## config.mk

```make
export PLATFORM = sky130hd
export DESIGN_NAME = inst_encode_writer
export DESIGN_NICKNAME = d
export VERILOG_FILES = /design/src/rtl/inst_encode_writer_pkg.sv /design/src/rtl/inst_encode_writer_comb.sv /design/src/rtl/inst_encode_writer.sv
export SDC_FILE = /design/constraint.sdc
export NUM_CORES = 1
export LEC_CHECK = 0
export BUFFER_PORTS_ARGS = -buffer_cell sky130_fd_sc_hd__buf_2
export CORE_MARGIN = 1.5
export CORE_UTILIZATION = 54
export CTS_CLUSTER_DIAMETER = 80
export DETAILED_ROUTE_END_ITERATION = 6
export PLACE_DENSITY = 0.86
export SYNTH_ARGS = -nofsm -noshare
export SYNTH_HDL_FRONTEND = slang
export SYNTH_HIERARCHICAL = 1
export SYNTH_SLANG_ARGS = --single-unit
```

## constraint.sdc

```tcl
create_clock -name clk -period 2.7 [get_ports clk]
set_input_delay 0.135 -clock clk [delete_from_list [all_inputs] [get_ports clk]]
set_output_delay 0.135 -clock clk [all_outputs]
set_load 0.01 [all_outputs]
```

## src/rtl/inst_encode_writer_pkg.sv

```systemverilog
// Shared RV32I encoder definitions: format codes, base opcodes, request struct
// and an immediate range helper.
package inst_encode_writer_pkg;

  localparam logic [2:0] FMT_R = 3'd0;
  localparam logic [2:0] FMT_I = 3'd1;
  localparam logic [2:0] FMT_S = 3'd2;
  localparam logic [2:0] FMT_B = 3'd3;
  localparam logic [2:0] FMT_U = 3'd4;
  localparam logic [2:0] FMT_J = 3'd5;

  localparam logic [6:0] OPC_LUI    = 7'h37;
  localparam logic [6:0] OPC_AUIPC  = 7'h17;
  localparam logic [6:0] OPC_JAL    = 7'h6F;
  localparam logic [6:0] OPC_JALR   = 7'h67;
  localparam logic [6:0] OPC_BRANCH = 7'h63;
  localparam logic [6:0] OPC_LOAD   = 7'h03;
  localparam logic [6:0] OPC_STORE  = 7'h23;
  localparam logic [6:0] OPC_OPIMM  = 7'h13;
  localparam logic [6:0] OPC_OP     = 7'h33;

  typedef struct packed {
    logic [2:0]  fmt;
    logic [6:0]  opcode;
    logic [2:0]  funct3;
    logic [6:0]  funct7;
    logic [4:0]  rd;
    logic [4:0]  rs1;
    logic [4:0]  rs2;
    logic [31:0] imm;
  } enc_req_t;

  // True when v fits a signed field whose sign bit is v[msb].
  function automatic logic sext_ok(input logic [31:0] v, input int unsigned msb);
    logic [31:0] t;
    t = $signed(v) >>> msb;
    return (t == '0) || (t == '1);
  endfunction

endpackage

```

## src/rtl/inst_encode_writer_comb.sv

```systemverilog
// Combinational RV32I field packing with immediate range check.
module inst_encode_writer_comb
  import inst_encode_writer_pkg::*;
(
  input  enc_req_t    i_req,
  output logic [31:0] o_word,
  output logic        o_range_err
);

  logic [31:0] w_imm;
  logic        w_shift;

  assign w_imm = i_req.imm;
  // Only OP-IMM slli/srli/srai carry funct7; loads with funct3 1/5 are plain I-type.
  assign w_shift = (i_req.opcode == OPC_OPIMM) &&
                   ((i_req.funct3 == 3'd1) || (i_req.funct3 == 3'd5));

  always_comb begin
    o_word      = '0;
    o_range_err = 1'b0;
    case (i_req.fmt)
      FMT_R: o_word = {i_req.funct7, i_req.rs2, i_req.rs1, i_req.funct3, i_req.rd, i_req.opcode};
      FMT_I: begin
        if (w_shift) begin
          o_word      = {i_req.funct7, w_imm[4:0], i_req.rs1, i_req.funct3, i_req.rd, i_req.opcode};
          o_range_err = (w_imm[31:5] != '0);
        end else begin
          o_word      = {w_imm[11:0], i_req.rs1, i_req.funct3, i_req.rd, i_req.opcode};
          o_range_err = !sext_ok(w_imm, 11);
        end
      end
      FMT_S: begin
        o_word      = {w_imm[11:5], i_req.rs2, i_req.rs1, i_req.funct3, w_imm[4:0], i_req.opcode};
        o_range_err = !sext_ok(w_imm, 11);
      end
      FMT_B: begin
        o_word      = {w_imm[12], w_imm[10:5], i_req.rs2, i_req.rs1, i_req.funct3,
                       w_imm[4:1], w_imm[11], i_req.opcode};
        o_range_err = !sext_ok(w_imm, 12) || w_imm[0];
      end
      FMT_U: begin
        o_word      = {w_imm[31:12], i_req.rd, i_req.opcode};
        o_range_err = (w_imm[11:0] != '0);
      end
      FMT_J: begin
        o_word      = {w_imm[20], w_imm[10:1], w_imm[11], w_imm[19:12], i_req.rd, i_req.opcode};
        o_range_err = !sext_ok(w_imm, 20) || w_imm[0];
      end
      default: o_range_err = 1'b1;
    endcase
  end

endmodule

```

## src/rtl/inst_encode_writer.sv

```systemverilog
// Encodes decoded instruction fields and streams the words into instruction
// memory at consecutive addresses through a stallable write port.
module inst_encode_writer
  import inst_encode_writer_pkg::*;
#(
  parameter int unsigned       ADDR_W    = 16,
  parameter logic [ADDR_W-1:0] BASE_ADDR = '0
) (
  input  logic              clk,
  input  logic              rst,
  input  logic              start,
  input  logic              in_valid,
  output logic              in_ready,
  input  logic [2:0]        in_fmt,
  input  logic [6:0]        in_opcode,
  input  logic [2:0]        in_funct3,
  input  logic [6:0]        in_funct7,
  input  logic [4:0]        in_rd,
  input  logic [4:0]        in_rs1,
  input  logic [4:0]        in_rs2,
  input  logic [31:0]       in_imm,
  input  logic              in_last,
  output logic              mem_we,
  output logic [ADDR_W-1:0] mem_addr,
  output logic [31:0]       mem_wdata,
  input  logic              mem_ready,
  output logic              done,
  output logic              err_range,
  output logic [ADDR_W:0]   word_count
);

  localparam logic [1:0] S_IDLE  = 2'd0;
  localparam logic [1:0] S_RUN   = 2'd1;
  localparam logic [1:0] S_WRITE = 2'd2;
  localparam logic [1:0] S_DONE  = 2'd3;

  logic [1:0]        r_state;
  logic              r_last;
  logic [ADDR_W-1:0] r_addr;
  logic [31:0]       r_wdata;
  logic              r_err;
  logic [ADDR_W:0]   r_cnt;

  enc_req_t    w_req;
  logic [31:0] w_word;
  logic        w_range_err;
  logic        w_accept;
  logic        w_wr_done;
  logic        w_start_ok;

  assign w_req = '{fmt: in_fmt, opcode: in_opcode, funct3: in_funct3, funct7: in_funct7,
                   rd: in_rd, rs1: in_rs1, rs2: in_rs2, imm: in_imm};

  inst_encode_writer_comb u_comb (
    .i_req       (w_req),
    .o_word      (w_word),
    .o_range_err (w_range_err)
  );

  assign mem_we     = (r_state == S_WRITE);
  assign mem_addr   = r_addr;
  assign mem_wdata  = r_wdata;
  assign done       = (r_state == S_DONE);
  assign err_range  = r_err;
  assign word_count = r_cnt;

  // mem_ready feeds in_ready combinationally so the stream sustains 1 word/cycle.
  assign in_ready   = (r_state == S_RUN) || (mem_we && mem_ready && !r_last);
  assign w_accept   = in_valid && in_ready;
  assign w_wr_done  = mem_we && mem_ready;
  assign w_start_ok = start && ((r_state == S_IDLE) || (r_state == S_DONE));

  always_ff @(posedge clk or posedge rst) begin
    if (rst) begin
      r_state <= S_IDLE;
      r_last  <= 1'b0;
      r_addr  <= BASE_ADDR;
      r_wdata <= '0;
      r_err   <= 1'b0;
      r_cnt   <= '0;
    end else begin
      if (w_start_ok) begin
        r_state <= S_RUN;
        r_addr  <= BASE_ADDR;
        r_cnt   <= '0;
        r_err   <= 1'b0;
      end
      if (w_wr_done) begin
        r_addr  <= r_addr + ADDR_W'(4);
        r_cnt   <= r_cnt + 1'b1;
        r_state <= r_last ? S_DONE : S_RUN;
      end
      if (w_accept) begin
        r_wdata <= w_word;
        r_last  <= in_last;
        r_state <= S_WRITE;
        if (w_range_err) r_err <= 1'b1;
      end
    end
  end

endmodule

```

## After elaboration in Yosys (flattened, before gate mapping)

Index checks and enable logic that the tools add are counted.

- Register bits after elaboration: 69
- Input port bits: 73
- Word-level logic and storage cells: 63

- Add/sub/neg operators: 2
- Equality and inequality tests: 14
- Multiplexer cells: 15
- Reduce and logical (&&, ||, !) cells: 26

Operators with widths:

| operator | count |
|---|---|
| $pmux W32 S6 | 1 |
| $eq A32 B32 Y1 const B | 3 |
| $logic_not A32 Y1 | 3 |
| $mux W17 | 2 |
| $mux W16 | 2 |
| $mux W32 | 1 |
| $reduce_bool A27 Y1 | 1 |
| $add A17 B1 Y17 const B | 1 |
| $add A16 B3 Y16 const B | 1 |
| $reduce_bool A12 Y1 | 1 |
| $eq A3 B3 Y1 const B | 3 |
| $logic_or A1 B1 Y1 | 8 |
| $mux W2 | 4 |
| $eq A7 B5 Y1 const B | 1 |
| $eq A3 B1 Y1 const B | 2 |
| $eq A3 B2 Y1 const B | 2 |
| $pmux W1 S6 | 1 |
| $logic_and A1 B1 Y1 | 5 |
| $eq A2 B2 Y1 const B | 2 |
| $logic_not A1 Y1 | 4 |
| $mux W1 | 4 |
| $logic_not A3 Y1 | 1 |
| $reduce_bool A3 Y1 | 1 |
| $eq A2 B1 Y1 const B | 1 |
| 2 further kinds | 2 |

## Logic depth before layout (Yosys ltp)

- Depth in word-level cells: 7
- Gate-level depth with buffers: 8
- Gate-level depth less buffers: 6

## By module

Netlist, hierarchy kept.

Modules (own cells, without submodules):

| module | times used | cells each | area an instance (sq um) | seq. area each (sq um) |
|---|---|---|---|---|
| inst_encode_writer | 1 | 235 | 3086.7 | 1676.6 |
| inst_encode_writer_comb | 1 | 136 | 830.8 | 0.0 |

## Least setup slack after synthesis

OpenSTA, ideal clock, no wires.

- Path kind: register -> register
- From: reg r_state[0]
- To: reg r_wdata[0], in the netlist mem_wdata[0]
- Library setup time: 0.125 ns
- Arrival time: 1.588 ns
- Path slack: 0.987 ns
- Stages on the path, launching flop included: 8
- Clock period less this slack: 1.713 ns
- Cell sequence: dfrtp_1 -> inv_1 -> ha_1 -> nand2_2 -> o21bai_4 -> nand2_4 -> buf_6 -> mux2_4

- Longest elaborated chain between the ends: 5

RTL lines:

| item | RTL line | text |
|---|---|---|
| start, declared | inst_encode_writer.sv:37 | `logic [1:0] r_state;` |
| start signal, assigned | inst_encode_writer.sv:91 | `r_state <= r_last ? S_DONE : S_RUN;` |
| $eq A2 B2 Y1 | inst_encode_writer.sv:60 | `assign mem_we = (r_state == S_WRITE);` |
| net mem_we | inst_encode_writer.sv:23 | `output logic mem_we,` |
| $logic_and A1 B1 Y1 (2 in a row) | inst_encode_writer.sv:68 | `assign in_ready = (r_state == S_RUN) \|\| (mem_we && mem_ready && !r_last);` |
| $logic_or A1 B1 Y1 | inst_encode_writer.sv:68 |  |
| net in_ready | inst_encode_writer.sv:13 | `output logic in_ready,` |
| $logic_and A1 B1 Y1 | inst_encode_writer.sv:69 | `assign w_accept = in_valid && in_ready;` |
| end signal, assigned | inst_encode_writer.sv:94 | `r_wdata <= w_word;` |
| end, declared | inst_encode_writer.sv:40 | `logic [31:0] r_wdata;` |

The timed path passes the listed nets, and every way through them passes these cells.
A chain may end at the register's enable or synchronous reset.

## Worst setup path after layout

- From: reg r_state[0]
- To: reg r_wdata[17], in the netlist mem_wdata[17]

- Longest elaborated chain between the ends: 5

RTL lines:

| item | RTL line |
|---|---|
| $eq A2 B2 Y1 | inst_encode_writer.sv:60 |
| $logic_and A1 B1 Y1 (2 in a row) | inst_encode_writer.sv:68 |
| $logic_or A1 B1 Y1 (*) | inst_encode_writer.sv:68 |
| $logic_and A1 B1 Y1 (*) | inst_encode_writer.sv:69 |

Every way passes the cells marked *; elsewhere a longest branch is shown, timed or not.

==> metrics list <==
- First-pass iteration count of the detailed router: 5
* Critical path launch point type: flip-flop
- The H-tree was split into 3 levels.
- Summing the areas of all compound-gate instances in the mapped netlist gives 15.55% of the synthesized area.
* Routed Wire Length: 9.758 mm
* Largest net degree at the start of global routing: 35
- Sum Neg Setup Slack: 0 ps
- Peak-usage layer in the global routing report: met2
* Top Ports: 142
- Simple-gate portion of the synthesized area: 18.17%
- By area, the combinational part of the netlist is dominated by simple AND/OR/NAND/NOR gates.
* Drc violations: 0
* Area share of fa/ha/maj cells after synthesis: 1.597%
- Slew at the pin with the worst max-slew slack: 682.7 ps
* Tightest slew margin relative to the limit: 54.39%
* Antenna violations before repair: 0
- Measured along the y axis, the die boundary spans 88.18 um.
* Main synth FF type: sky130_fd_sc_hd__dfrtp_1
- The first global-routing pass estimated 15.49 mm of wire.
- Std-Cell Rows: 30
- Asr flop ratio synth: 100.0%
- # setup viols final: 0
* Power density over the cells: 781.0 nW/um^2
- Gr ovfl total: 0
* Type of the setup path with the least slack: flip-flop to flip-flop
* Highest Clock Rate: 479.0 MHz
- Die Outline Area: 7775 sq um
* Xor and xnor fraction of the mapped netlist area: 0.4471%
- The tightest min-delay check is of the input pin to flip-flop type.
- Of the cells placed in the final design, the portion with a size suffix greater than 1 is 40.39%.
- FILL cells: 568
- Die X-Extent: 88.18 um
- In this run the tool buffered the top-level ports with 139 buffer cells.
- Post-Synthesis Cell Area: 3918 sq um
- Count of instances resized after the clock tree is built: 0
* Seq cells post-synth: 67
- Post-detail-place hpwl: 7.415 mm
* CTS tree: yes
- The total count of hold-check failures in the final report was 0.
- On the final layout, the worst hold slack is 22.62 ps.
* Routability congestion estimate from global placement: 0.9218
* Vias per inst: 5.700
- The final max-slew violation count came to 0.
* Ys Warns: 6
- Antenna diode count: 0
- Along the worst path, the maximum fanout reaches 34.
* Number of global-route vias before repair: 3,343
* Maximum Capacitance Violations: 0
- In this run the remaining antenna-violating nets after routing total 0.
- Clock root buffer: sky130_fd_sc_hd__clkbuf_8
- Worst path required time: 2930 ps
* Core Footprint: 6907 sq um
- PnR worst setup slack: 612.5 ps
- Part of the Yosys area used for sequential elements: 42.80%
- Met3 global-route usage: 5.090%
* Post-Place Setup Slack: 616.1 ps
- Multiplexer area fraction after synthesis: 16.19%
* Synthesized area per cell: 10.56 sq um
- Arrival time at the worst endpoint: 2310 ps
- For met1 alone, demand over resource in global routing was 32.00%.
- Total Nets Final: 588
* GRT Overall Usage: 25.82%
- RSZ-0062 raised after global routing: false
- In this run the static leakage power is 2.599 nW.
* Maximum clock insertion buffer count: 2
- Iteration-0 DRC count of the detailed router: 133
- CTS Buf Count: 9
- Clock-pin slew was measured on the worst setup and hold paths at 70 ps.
- IR analysis of the VDD net gives a maximum drop of 437.7 uV.
* Number of flops mapped to enable cells by yosys: 0
- Clock skew on the completed layout was measured at 7.148 ps.
- For this run, global-route usage on met2 was measured as 44.00%.
- Routed wirelength normalized by instance count: 15.97 um
- Kind of end point of the critical path: flip-flop
- Cells after synthesis: 371
- The clock reaches the later pin of the worst-skew pair after 340 ps.
- Relative to the synthesized area, the layout overhead comes to 23.57%.
- Overall via count from detail_route: 3,483
- Number of clock sinks: 67
- After layout, the minimum clock period comes to 2088 ps.
- Counting distinct cell types in the post-synthesis netlist gives 55.
- Result of the run: finished, final reports clean
- Share of the clock period used by the worst path: 77.32%
* Initial core utilization: 56.72%
## layout by cell type, fill, tap and decap left out, drive strengths merged, types with 2 or more instances in the layout
cell    Yosys  routed
nand3      15      15
dfrtp      67      67
clkbuf      5      12
o41ai       3       3
mux2       36      36
nor2        7       7
nor3        3       3
clkinv      0       2
o211ai      4       4
or4         2       2
a21oi       5       5
nor2b       7       7
and2       11      11
mux2i      12      12
a21o        6       6
o31ai       4       4
o21ai      36      36
nor4        8       8
nand2      48      48
a22o        8       8
nand4      13      13
a22oi      10      10
inv        21      21
conb        1       2
buf        12     143
o311ai      4       4
ha          5       5
and3        4       4
## cell type report
type                    count  area (sq um)  share of cell area (%)
multi-input cells         267          2043                   42.21
flip-flops and latches     67          1677                   34.63
repair buffers            144         735.7                   15.20
clock buffers              12         135.1                   2.791
well taps                  96         120.1                   2.481
inverters                  21         78.83                   1.628
clock inverters             4         51.30                   1.060
## state kept, by name, indices dropped and copies added, names as in the netlist
register	count
r_state	2
mem_wdata	32
mem_addr	14
err_range	1
r_last	1
word_count	17
## stage by stage
stage | utilization [%] | cells | cell area (sq um) | power, W
finish | 70.09 | 611 | 4841 | 0.003781
global route | 70.09 | 611 | 4841 | 0.004002
CTS | 70.09 | 611 | 4841 | 0.003807
detailed placement | 67.25 | 594 | 4644 | 0.002991
global placement | 67.25 | 594 | 4644 | 0.002929
floorplan | - | 372 | 3921 | 0.002476
## kinds of logic after synthesis
logic type / after synthesis
adders and majority gates: 5
and+or+nand+nor: 122
AOI/OAI and AO/OA: 88
muxes: 48
DFF: 67
other: 1
xor gates and xnor gates: 2
buffers and inverters: 38
## final timing paths
kind / to / slack, ps / cells after the start / start
worst min register to register: mem_addr[15] / 480 / 1 / mem_addr[15]
worst min-delay path: r_last / 20 / 2 / in_last
min in group asynchronous: mem_addr[3] / 330 / 3 / rst
worst max-delay path: mem_wdata[17] / 610 / 6 / r_state[0]
max in group asynchronous: mem_wdata[8] / 1650 / 4 / rst
worst max register to register: mem_wdata[17] / 610 / 6 / r_state[0]
## timing repair
item / 4_1_cts / 5_1_grt
hold buffers: 1 / 0
endpoints found under the hold margin: 19 / 0
buffers inserted: 0 / 0
## report_power, final
group          internal (W)  switching [W]
sequential          0.00128       0.000209
clock              0.000428       0.000380
combinational      0.000766       0.000715
## synth_stat cells (all sizes together), types with 2 or more instances
cell type,count,area share [%]
or4,2,0.48
nor2,7,0.67
o211ai,4,0.77
nor2b,7,1.1
and3,4,0.64
buf,12,2.4
o311ai,4,0.89
a22o,8,1.8
and2,11,1.8
a21o,6,1.1
nor3,3,0.51
o21ai,36,4.6
nand4,13,3.0
nand2,48,4.9
a21oi,5,0.64
mux2,36,13
ha,5,1.6
mux2i,12,3.1
nand3,15,1.9
inv,21,2.0
dfrtp,67,43
nor4,8,2.2
o41ai,3,0.67
clkbuf,5,0.77
o31ai,4,0.77
a22oi,10,1.9
## critical path, stage by stage, from the launching register on
cell and delay [ps]:
sky130_fd_sc_hd__dfrtp_1 380, sky130_fd_sc_hd__inv_1 70, sky130_fd_sc_hd__ha_1 230, sky130_fd_sc_hd__nand2_2 280, sky130_fd_sc_hd__o21bai_4 120, sky130_fd_sc_hd__nand2_4 480, sky130_fd_sc_hd__mux2_2 410
## layer usage
metal  up-vias  routed length, um
li1       1624                  -
met5         -                  0
met4         0                129
met2       159               4853
met1      1685               4091
met3        15                684
(Power assumes the default switching activity.)
